File: src/rtl/fetch_queue_pkg.sv
// Shared types and constants for the instruction-fetch queue.
// XLEN and the reset vector live here so every fetch file agrees on them.
package fetch_queue_pkg;

    localparam int XLEN       = 32;
    localparam int DEF_DEPTH  = 4;
    localparam int DEF_ADDR_W = 10;

    typedef logic [XLEN-1:0] word_t;

    localparam word_t RESET_VECTOR = 32'h0000_0000;

    // One FIFO slot: the PC the word was fetched from plus the fetched word.
    typedef struct packed {
        word_t pc;
        word_t instr;
    } fetch_entry_t;

    function automatic word_t align_pc(input word_t pc);
        return {pc[XLEN-1:2], 2'b00};
    endfunction

    function automatic word_t next_pc(input word_t pc);
        return pc + word_t'(4);
    endfunction

endpackage

File: src/rtl/fetch_queue_if.sv
// Bundle of the instruction-memory port, the redirect input and the
// downstream valid/ready channel of the fetch queue.
interface fetch_queue_if
    import fetch_queue_pkg::*;
#(
    parameter int DEPTH  = DEF_DEPTH,
    parameter int ADDR_W = DEF_ADDR_W
) ();

    localparam int CNT_W = $clog2(DEPTH + 1);

    logic              imem_req;
    logic [ADDR_W-1:0] imem_addr;
    word_t             imem_rdata;

    logic              redirect;
    word_t             redirect_pc;

    logic              out_valid;
    logic              out_ready;
    word_t             out_pc;
    word_t             out_instr;
    word_t             out_pc_plus4;
    logic [CNT_W-1:0]  count;

    modport master (
        output imem_req,
        output imem_addr,
        input  imem_rdata,
        input  redirect,
        input  redirect_pc,
        output out_valid,
        input  out_ready,
        output out_pc,
        output out_instr,
        output out_pc_plus4,
        output count
    );

    modport slave (
        input  imem_req,
        input  imem_addr,
        output imem_rdata,
        output redirect,
        output redirect_pc,
        input  out_valid,
        output out_ready,
        input  out_pc,
        input  out_instr,
        input  out_pc_plus4,
        input  count
    );

endinterface

File: src/rtl/fetch_queue_fifo.sv
// Synchronous FIFO holding fetched {pc, instr} pairs; flush empties it in one cycle.
// DEPTH must be a power of two so the pointers wrap for free.
module fetch_fifo #(
    parameter int  DEPTH = 4,
    parameter int  WIDTH = 64,
    localparam int PTR_W = $clog2(DEPTH),
    localparam int CNT_W = $clog2(DEPTH + 1)
) (
    input  logic             clk,
    input  logic             reset,
    input  logic             push,
    input  logic [WIDTH-1:0] push_data,
    input  logic             pop,
    input  logic             flush,
    output logic [WIDTH-1:0] head_data,
    output logic [CNT_W-1:0] count,
    output logic             full,
    output logic             empty
);

    logic [WIDTH-1:0] mem [DEPTH];
    logic [PTR_W-1:0] rd_ptr;
    logic [PTR_W-1:0] wr_ptr;
    logic [CNT_W-1:0] cnt;
    logic             do_push;
    logic             do_pop;

    assign full  = (cnt == CNT_W'(DEPTH));
    assign empty = (cnt == '0);

    // Pop-and-push on a full FIFO is legal; the freed slot takes the new word.
    assign do_pop  = pop && !empty;
    assign do_push = push && (!full || do_pop);

    always_ff @(posedge clk) begin
        if (reset || flush) begin
            rd_ptr <= '0;
            wr_ptr <= '0;
            cnt    <= '0;
        end else begin
            if (do_push) wr_ptr <= wr_ptr + 1'b1;
            if (do_pop)  rd_ptr <= rd_ptr + 1'b1;
            case ({do_push, do_pop})
                2'b10:   cnt <= cnt + 1'b1;
                2'b01:   cnt <= cnt - 1'b1;
                default: cnt <= cnt;
            endcase
        end
    end

    always_ff @(posedge clk) begin
        if (do_push) mem[wr_ptr] <= push_data;
    end

    assign head_data = mem[rd_ptr];
    assign count     = cnt;

    push_when_full: assert property (@(posedge clk) disable iff (reset)
        !(push && full && !pop && !flush));

endmodule

File: src/rtl/fetch_queue.sv
// Decoupled fetch stage: owns the fetch PC, issues 1-cycle-latency reads and
// buffers returned words in fetch_fifo, flushing and refetching on redirect.
module fetch_queue
    import fetch_queue_pkg::*;
#(
    parameter int    DEPTH    = DEF_DEPTH,
    parameter int    ADDR_W   = DEF_ADDR_W,
    parameter word_t RESET_PC = RESET_VECTOR
) (
    input logic           clk,
    input logic           reset,
    fetch_queue_if.master bus
);

    localparam int CNT_W = $clog2(DEPTH + 1);

    word_t            fetch_pc;
    word_t            req_pc;
    logic             inflight;
    logic             issue;
    logic             push;
    logic             pop;
    logic [CNT_W:0]   pending;
    logic [CNT_W-1:0] fifo_count;
    logic             fifo_full;
    logic             fifo_empty;
    fetch_entry_t     push_entry;
    fetch_entry_t     head_entry;
    logic [2*XLEN-1:0] head_bits;

    // Credit counts the word already on its way back, so a full FIFO can never be overrun.
    assign pending = {1'b0, fifo_count} + {{CNT_W{1'b0}}, inflight};
    assign issue   = !reset && !bus.redirect && (pending < (CNT_W+1)'(DEPTH));

    // A response returning during redirect or reset belongs to a dead fetch stream.
    assign push = inflight && !bus.redirect && !reset;
    assign pop  = bus.out_valid && bus.out_ready;

    assign push_entry = '{pc: req_pc, instr: bus.imem_rdata};

    always_ff @(posedge clk) begin
        if (reset) begin
            fetch_pc <= RESET_PC;
            req_pc   <= RESET_PC;
            inflight <= 1'b0;
        end else if (bus.redirect) begin
            fetch_pc <= align_pc(bus.redirect_pc);
            inflight <= 1'b0;
        end else begin
            inflight <= issue;
            if (issue) begin
                req_pc   <= fetch_pc;
                fetch_pc <= next_pc(fetch_pc);
            end
        end
    end

    fetch_fifo #(
        .DEPTH (DEPTH),
        .WIDTH (2*XLEN)
    ) u_fifo (
        .clk       (clk),
        .reset     (reset),
        .push      (push),
        .push_data (push_entry),
        .pop       (pop),
        .flush     (bus.redirect),
        .head_data (head_bits),
        .count     (fifo_count),
        .full      (fifo_full),
        .empty     (fifo_empty)
    );

    assign head_entry = head_bits;

    assign bus.imem_req     = issue;
    assign bus.imem_addr    = fetch_pc[ADDR_W+1:2];
    assign bus.out_valid    = !fifo_empty;
    assign bus.out_pc       = head_entry.pc;
    assign bus.out_instr    = head_entry.instr;
    assign bus.out_pc_plus4 = next_pc(head_entry.pc);
    assign bus.count        = fifo_count;

    no_issue_when_full: assert property (@(posedge clk) disable iff (reset)
        fifo_full |-> !issue);

endmodule

File: src/flat_wrapper.sv
// flat-port wrapper written by rule: the top's interface ports become plain ports
module fetch_queue_flat import fetch_queue_pkg::*;
#(
    parameter int    DEPTH    = DEF_DEPTH,
    parameter int    ADDR_W   = DEF_ADDR_W,
    parameter word_t RESET_PC = RESET_VECTOR
)
  (clk, reset, bus_imem_req, bus_imem_addr, bus_imem_rdata, bus_redirect, bus_redirect_pc, bus_out_valid, bus_out_ready, bus_out_pc, bus_out_instr, bus_out_pc_plus4, bus_count);
  fetch_queue_if #(.DEPTH(DEPTH), .ADDR_W(ADDR_W)) bus_i ();
  input logic clk;
  input logic reset;
  output wire logic [$bits(bus_i.imem_req)-1:0] bus_imem_req;
  output wire logic [$bits(bus_i.imem_addr)-1:0] bus_imem_addr;
  input wire logic [$bits(bus_i.imem_rdata)-1:0] bus_imem_rdata;
  input wire logic [$bits(bus_i.redirect)-1:0] bus_redirect;
  input wire logic [$bits(bus_i.redirect_pc)-1:0] bus_redirect_pc;
  output wire logic [$bits(bus_i.out_valid)-1:0] bus_out_valid;
  input wire logic [$bits(bus_i.out_ready)-1:0] bus_out_ready;
  output wire logic [$bits(bus_i.out_pc)-1:0] bus_out_pc;
  output wire logic [$bits(bus_i.out_instr)-1:0] bus_out_instr;
  output wire logic [$bits(bus_i.out_pc_plus4)-1:0] bus_out_pc_plus4;
  output wire logic [$bits(bus_i.count)-1:0] bus_count;
  assign bus_imem_req = bus_i.imem_req;
  assign bus_imem_addr = bus_i.imem_addr;
  assign bus_i.imem_rdata = bus_imem_rdata;
  assign bus_i.redirect = bus_redirect;
  assign bus_i.redirect_pc = bus_redirect_pc;
  assign bus_out_valid = bus_i.out_valid;
  assign bus_i.out_ready = bus_out_ready;
  assign bus_out_pc = bus_i.out_pc;
  assign bus_out_instr = bus_i.out_instr;
  assign bus_out_pc_plus4 = bus_i.out_pc_plus4;
  assign bus_count = bus_i.count;
  fetch_queue #(.DEPTH(DEPTH), .ADDR_W(ADDR_W), .RESET_PC(RESET_PC)) u_core (.clk(clk), .reset(reset), .bus(bus_i));
endmodule
File: config.mk
export PLATFORM = sky130hd
export DESIGN_NAME = fetch_queue_flat
export DESIGN_NICKNAME = d
export VERILOG_FILES = /design/src/rtl/fetch_queue_pkg.sv /design/src/rtl/fetch_queue_if.sv /design/src/rtl/fetch_queue_fifo.sv /design/src/rtl/fetch_queue.sv /design/src/flat_wrapper.sv
export SDC_FILE = /design/constraint.sdc
export NUM_CORES = 1
export LEC_CHECK = 0
export CORE_ASPECT_RATIO = 0.9
export CORE_MARGIN = 4
export CORE_UTILIZATION = 49
export DETAILED_ROUTE_END_ITERATION = 16
export PLACE_DENSITY = 0.82
export REMOVE_ABC_BUFFERS = 1
export SYNTH_ARGS = -nofsm -noshare
export SYNTH_HDL_FRONTEND = slang
export SYNTH_SLANG_ARGS = --single-unit
File: constraint.sdc
create_clock -name clk -period 3.5 [get_ports clk]
set_input_delay 0.875 -clock clk [delete_from_list [all_inputs] [get_ports clk]]
set_output_delay 0.875 -clock clk [all_outputs]
set_load 0.02 [all_outputs]
# Yosys cells after proc, flatten, opt, wreduce, memory -nomap -nowiden
# Memory sizes are Yosys's and may differ from the RTL's. A register that Yosys moved wholly into a read port is not among the register bits.
# Cells that the tools add are included.
# op_classes
bitwise	1
magnitude_cmp	1
multipliers	0
n_mux	7
reduce_logical	18
eq_ne	3
n_shift	0
div_mod_pow	0
n_addsub	7
# ops
op	n
adder 32 x 3 -> 32 bit (second input constant)	2
2-to-1 mux 32 bit	2
logical AND 1 bit	7
case mux 3 bit (2 select lines)	1
adder 2 x 1 -> 2 bit (second input constant)	2
adder 3 x 1 -> 4 bit	1
logical NOT 1 bit	4
less-than comparator 4 x 3 -> 1 bit (second input constant)	1
2-to-1 mux 2 bit	2
nonzero test 2 bit	2
adder 3 x 1 -> 3 bit (second input constant)	1
equality test 3 bit (second input constant)	1
logical NOT 3 bit	1
subtractor 3 x 1 -> 3 bit (second input constant)	1
equality test 2 x 1 -> 1 bit (second input constant)	1
equality test 2 bit (second input constant)	1
logical OR 1 bit	2
2-to-1 mux 1 bit	2
AND reduction 2 bit	1
OR reduction 2 bit	1
inverter 1 bit	1
# totals
mem_bits_ro	0
ramBits	256
mem_count	1
output_inout_bits	111
inputBits	68
register_bits	72
latchBits	0
wordCells	45
# mem_list
name	words	width	read_ports	rd_clocked_by_memory_dff	wr	line	rtl
u_core.u_fifo.mem	4	64	1	1	1	fetch_queue_fifo.sv:21	logic [WIDTH-1:0] mem [DEPTH];

# Longest topological paths before layout
# depth
ltp_word	8
mapped_depth	11
mapped_depth_nobuf	9

# Cells and area by module
# From an unflattened synthesis, not the netlist that was laid out.
# hier_totals
hier_cells	844
hier_area_um2	13120.1
# modules_own_cells
mod	area_per_inst_um2	cells_per_inst	instances	seq_area_each_um2
fetch_fifo	9691.8	390	1	7867.5
fetch_queue	3428.3	454	1	1221.2

# Least setup slack after synthesis
# Ideal clock, no wire load.
# synth_path
path_kind	input to register
start	input port reset
end	memory u_core.u_fifo.mem[1][0] (enable)
setup_time_ns	0.426
cell_stages	5
arrival_ns	3.046
t_required_ns	3.074
path_slack_ns	0.028
path_cell_list	buf_2 > nor2_1 > nand2_1 > nor2_1 > and2_1
# synth_via
elab_chain_len	5
# synth_lines
item	line	rtl
start, declared	flat_wrapper.sv:11	input logic reset;
logical NOT 1 bit	fetch_queue.sv:36	assign push = inflight && !bus.redirect && !reset;
logical AND 1 bit	fetch_queue.sv:36	
logical AND 1 bit	fetch_queue_fifo.sv:33	assign do_push = push && (!full || do_pop);
2-to-1 mux 1 bit	fetch_queue_fifo.sv:52	if (do_push) mem[wr_ptr] <= push_data;
2-to-1 mux 1 bit (not written as such)	fetch_queue_fifo.sv:52	
end, declared	fetch_queue_fifo.sv:21	
# No other way between the ends.

==> impl_metrics.csv <==
group,metric,value,unit
placement,dp.cells,1368,
logic_synthesis,post_synth_mux_area_share,0.112,
layout,post_layout_nonfiller_instances,1447,
grt,largest_net_degree_at_the_start_of_global_routing,64,
cts,clock_tree_from_tritoncts,"done",
timing,min_period_over_period,1.08,
timing,timing.fmax,264,MHz
route,routedWlPerCell,20.5,um
route,route.detailed.vias_per_inst,5.64,
floorplanning,floorplan.core_area,0.0260,sq mm
critical_path,crit_type,"register to output pin",
timing,slew_violations,0,
timing,worst-slew-pin-transition,767,ps
cts,cts-root-buf,"sky130_fd_sc_hd__clkbuf_16",
route,drc,0,
route,first_iter_violations,703,
grt,global_route_wire_length_before_repair,44700,um
timing,setup_tns,-1810,ps
layout,final_nets,1153,
logic_synthesis,yosys_warnings,0,
cts,clkSinkCount,318,
logic_synthesis,ys_ff_latch,318,
route,drt_wl_total,29600,um
critical_path,critical-path-max-stage-delay,390,ps
cts,h-tree-depth,1,
outcome,violations,"negative setup slack",
flow_run,maxCapViolCount,0,
pwr,p_leak,6.19,nW
grt,vias_in_the_first_global_route,8039,
grt,grt_antenna_before_repair,0,
logic_synthesis,syn_area_per_cell,15.4,sq um
logic_synthesis,most_used_dff_post_synth,"sky130_fd_sc_hd__edfxtp_1",
min_path,hp-class,"register to register",
floorplanning,ios,179,
critical_path,slowest_stage,"sky130_fd_sc_hd__nor4_4",
outcome,outcome,"finished, violations left",
logic_synthesis,synth-xor-area-share,0.0224,
pwr,cellPowerDensity,455,mW/mm^2
critical_path,worst_setup_path_start_kind,"register",
grt,overflow,0,
cts,cts.clk_slew.worst_paths,60,ps
route,drtPass1Iterations,5,
critical_path,critical_path.endpoint_type,"output pin",
logic_synthesis,synthSimpleGateAreaFrac,0.0908,
critical_path,rrSetupSlack,1050,ps
critical_path,critPathMostFrequentCell,"sky130_fd_sc_hd__buf_4",
logic_synthesis,proportion_of_synthesized_chip_area_in_sequential_cells,0.686,
logic_synthesis,synth-adder-area-share,0.00737,
timing,layout_setup_ws,-286,ps
timing,hold_viol,0,
timing,skew_final,13.3,ps
logic_synthesis,synthCells,835,
floorplanning,floorplan.die.width,179,um
route,antenna_violating_nets_post_route,0,
placement,place.port_buffers,172,
critical_path,timing.critical_path.required,2620,ps
logic_synthesis,synth-compound-area-share,0.0522,
layout,area_growth,31.4,%
floorplanning,initial_core_util,0.496,
pwr,irDropWorstVdd,0.372,mV
logic_synthesis,synthArstFlopShare,0,
route,routed-via-count,8163,
layout,antenna_cells,0,
critical_path,regToRegStartpoint,"u_core.u_fifo.count[1]",
placement,hpwl,18800,um
cts,clockBufferDepth,3,
timing,min_period,3790,ps
logic_synthesis,largest_family_of_logic_cells_by_synthesized_area,"multiplexers",
placement,gp_congestion,0.811,
cts,tritoncts.num_buffers,31,
cts,clk-insertion-delay-late,550,ps
logic_synthesis,synth.cell_area,0.0129,sq mm
pwr,total_power,7.70,mW
timing,unrepaired_setup_endpoints_after_global_routing,"yes",
floorplanning,die_height,162,um
min_path,hp-start,"u_core.fetch_pc[25]",
critical_path,worst-endpoint-arrival,2910,ps
grt,grt_util_all_layers,0.196,
critical_path,cp_cell_sequence,"buf_12, buf_8, mux4_2, nand3_2, nor4_4, nand4_4, buf_4, nor2_4, xnor2_2, buf_4",
layout,drive_above_1_share,0.255,
timing,timing.final.setup_violations,14,
timing,max_slew_margin,0.487,
logic_synthesis,synth-edff-count,248,
layout,fillerInstances,1800,
floorplanning,placementRows,56,
critical_path,cp_max_fo,7,
floorplanning,die_area,0.0290,sq mm
logic_synthesis,post_synth_num_cell_types,58,
cts,cts_hold_repair.buffers,0,
## timing repair
action	CTS	global route
gates resized for setup	172	63
cloned	0	1
setup endpoints to repair	57	43
buffers inserted	13	12
pin swaps	24	14
## state kept, by name (all words and copies together) (netlist names), named ones only
register,count
u_core.u_fifo.mem,248
u_core.u_fifo.wr_ptr,2
u_core.inflight,1
u_core.u_fifo.count,3
u_core.u_fifo.rd_ptr,2
u_core.fetch_pc,30
u_core.req_pc,30
## cells by family after synthesis
family,Yosys count
other,1
DFF,318
AOI/OAI and AO/OA,112
buffers and inverters,72
muxes,66
and+or+nand+nor,226
xor gates and xnor gates,33
adders and majority gates,7
## placed cells by master, fill, tap and decap left out, types with 5 or more instances in the layout
cell type / netlist / final
sky130_fd_sc_hd__buf_4: 15 / 87
sky130_fd_sc_hd__clkdlybuf4s50_1: 0 / 105
sky130_fd_sc_hd__nand2b_1: 6 / 5
sky130_fd_sc_hd__dlygate4sd2_1: 0 / 10
sky130_fd_sc_hd__buf_6: 3 / 5
sky130_fd_sc_hd__nand4_1: 13 / 13
sky130_fd_sc_hd__buf_12: 1 / 15
sky130_fd_sc_hd__and3_1: 8 / 6
sky130_fd_sc_hd__ha_1: 6 / 5
sky130_fd_sc_hd__a21oi_1: 56 / 56
sky130_fd_sc_hd__nand2_1: 95 / 91
sky130_fd_sc_hd__xnor2_1: 20 / 14
sky130_fd_sc_hd__nor3_1: 14 / 8
sky130_fd_sc_hd__and2_4: 0 / 5
sky130_fd_sc_hd__nor2_1: 34 / 30
sky130_fd_sc_hd__dfxtp_1: 70 / 68
sky130_fd_sc_hd__xor2_1: 13 / 13
sky130_fd_sc_hd__a221oi_1: 5 / 5
sky130_fd_sc_hd__inv_1: 15 / 15
sky130_fd_sc_hd__mux4_2: 62 / 62
sky130_fd_sc_hd__xnor2_2: 0 / 6
sky130_fd_sc_hd__nand3_1: 15 / 9
sky130_fd_sc_hd__edfxtp_1: 248 / 248
sky130_fd_sc_hd__o21ai_0: 17 / 17
sky130_fd_sc_hd__clkbuf_1: 25 / 5
sky130_fd_sc_hd__buf_8: 0 / 5
sky130_fd_sc_hd__dlymetal6s2s_1: 0 / 30
sky130_fd_sc_hd__a31oi_1: 12 / 12
sky130_fd_sc_hd__clkbuf_16: 0 / 33
## area by class of cell
class,instances,area [sq um],area share
sequential,318,8850,0.523
tap,348,435,0.0257
multi-input combinational,448,3940,0.232
clock buffer,38,833,0.0492
timing repair buffer,264,2680,0.158
clock inverter,16,146,0.00864
inverter,15,56.3,0.00332
## Yosys cell counts (all sizes together) (5+ instances only)
| cell type | instances | share of area |
|---|---|---|
| a21oi | 57 | 0.022 |
| a221oi | 5 | 0.0034 |
| a31oi | 12 | 0.0058 |
| and2 | 9 | 0.0044 |
| and3 | 8 | 0.0039 |
| and4 | 6 | 0.0041 |
| buf | 32 | 0.018 |
| clkbuf | 25 | 0.0073 |
| dfxtp | 70 | 0.11 |
| edfxtp | 248 | 0.58 |
| ha | 6 | 0.0058 |
| inv | 15 | 0.0044 |
| mux4 | 62 | 0.11 |
| nand2 | 95 | 0.028 |
| nand2b | 6 | 0.0029 |
| nand3 | 15 | 0.0058 |
| nand4 | 16 | 0.011 |
| nor2 | 34 | 0.0099 |
| nor3 | 14 | 0.0054 |
| nor4 | 5 | 0.0057 |
| o21ai | 17 | 0.0066 |
| or3 | 5 | 0.0024 |
| xnor2 | 20 | 0.014 |
| xor2 | 13 | 0.0088 |
## where the power goes
part | total, mW | switching, mW | internal [mW]
registers | 4.14 | 0.0503 | 4.09
logic | 0.368 | 0.188 | 0.180
clock network | 3.19 | 1.35 | 1.84
## metrics by stage
stage,hold WS [ps],setup WS [ps],utilization,area [sq um]
2_1_floorplan,433,-2090,-,12600
3_3_place_gp,461,-101,0.592,15400
3_5_place_dp,467,-136,0.592,15400
4_1_cts,479,-283,0.640,16600
5_1_grt,496,-380,0.652,16900
6_report,481,-286,0.652,16900
## final timing paths
check / to / cells past startpoint
worst min register to register: u_core.req_pc[25] / 2
worst max-delay path: bus_out_pc_plus4[25] / 10
worst min-delay path: u_core.req_pc[25] / 2
worst max register to register: u_core.fetch_pc[23] / 7
## critical path: cells and delay by family, from the launching register on
family,cells,cell delay [ps]
AND/OR/NAND/NOR,4,870
buffers and inverters,4,630
flip-flops,1,370
multiplexers,1,370
XOR/XNOR,1,120
## layer usage
layer / track usage / share of wire / routed length, um
met1: 0.284 / 0.42 / 12600
met2: 0.321 / 0.48 / 14300
met3: 0.0330 / 0.074 / 2200
met4: 0.0366 / 0.017 / 497
met5: 0 / 0 / 0
Power figures use the tool's default switching activity.
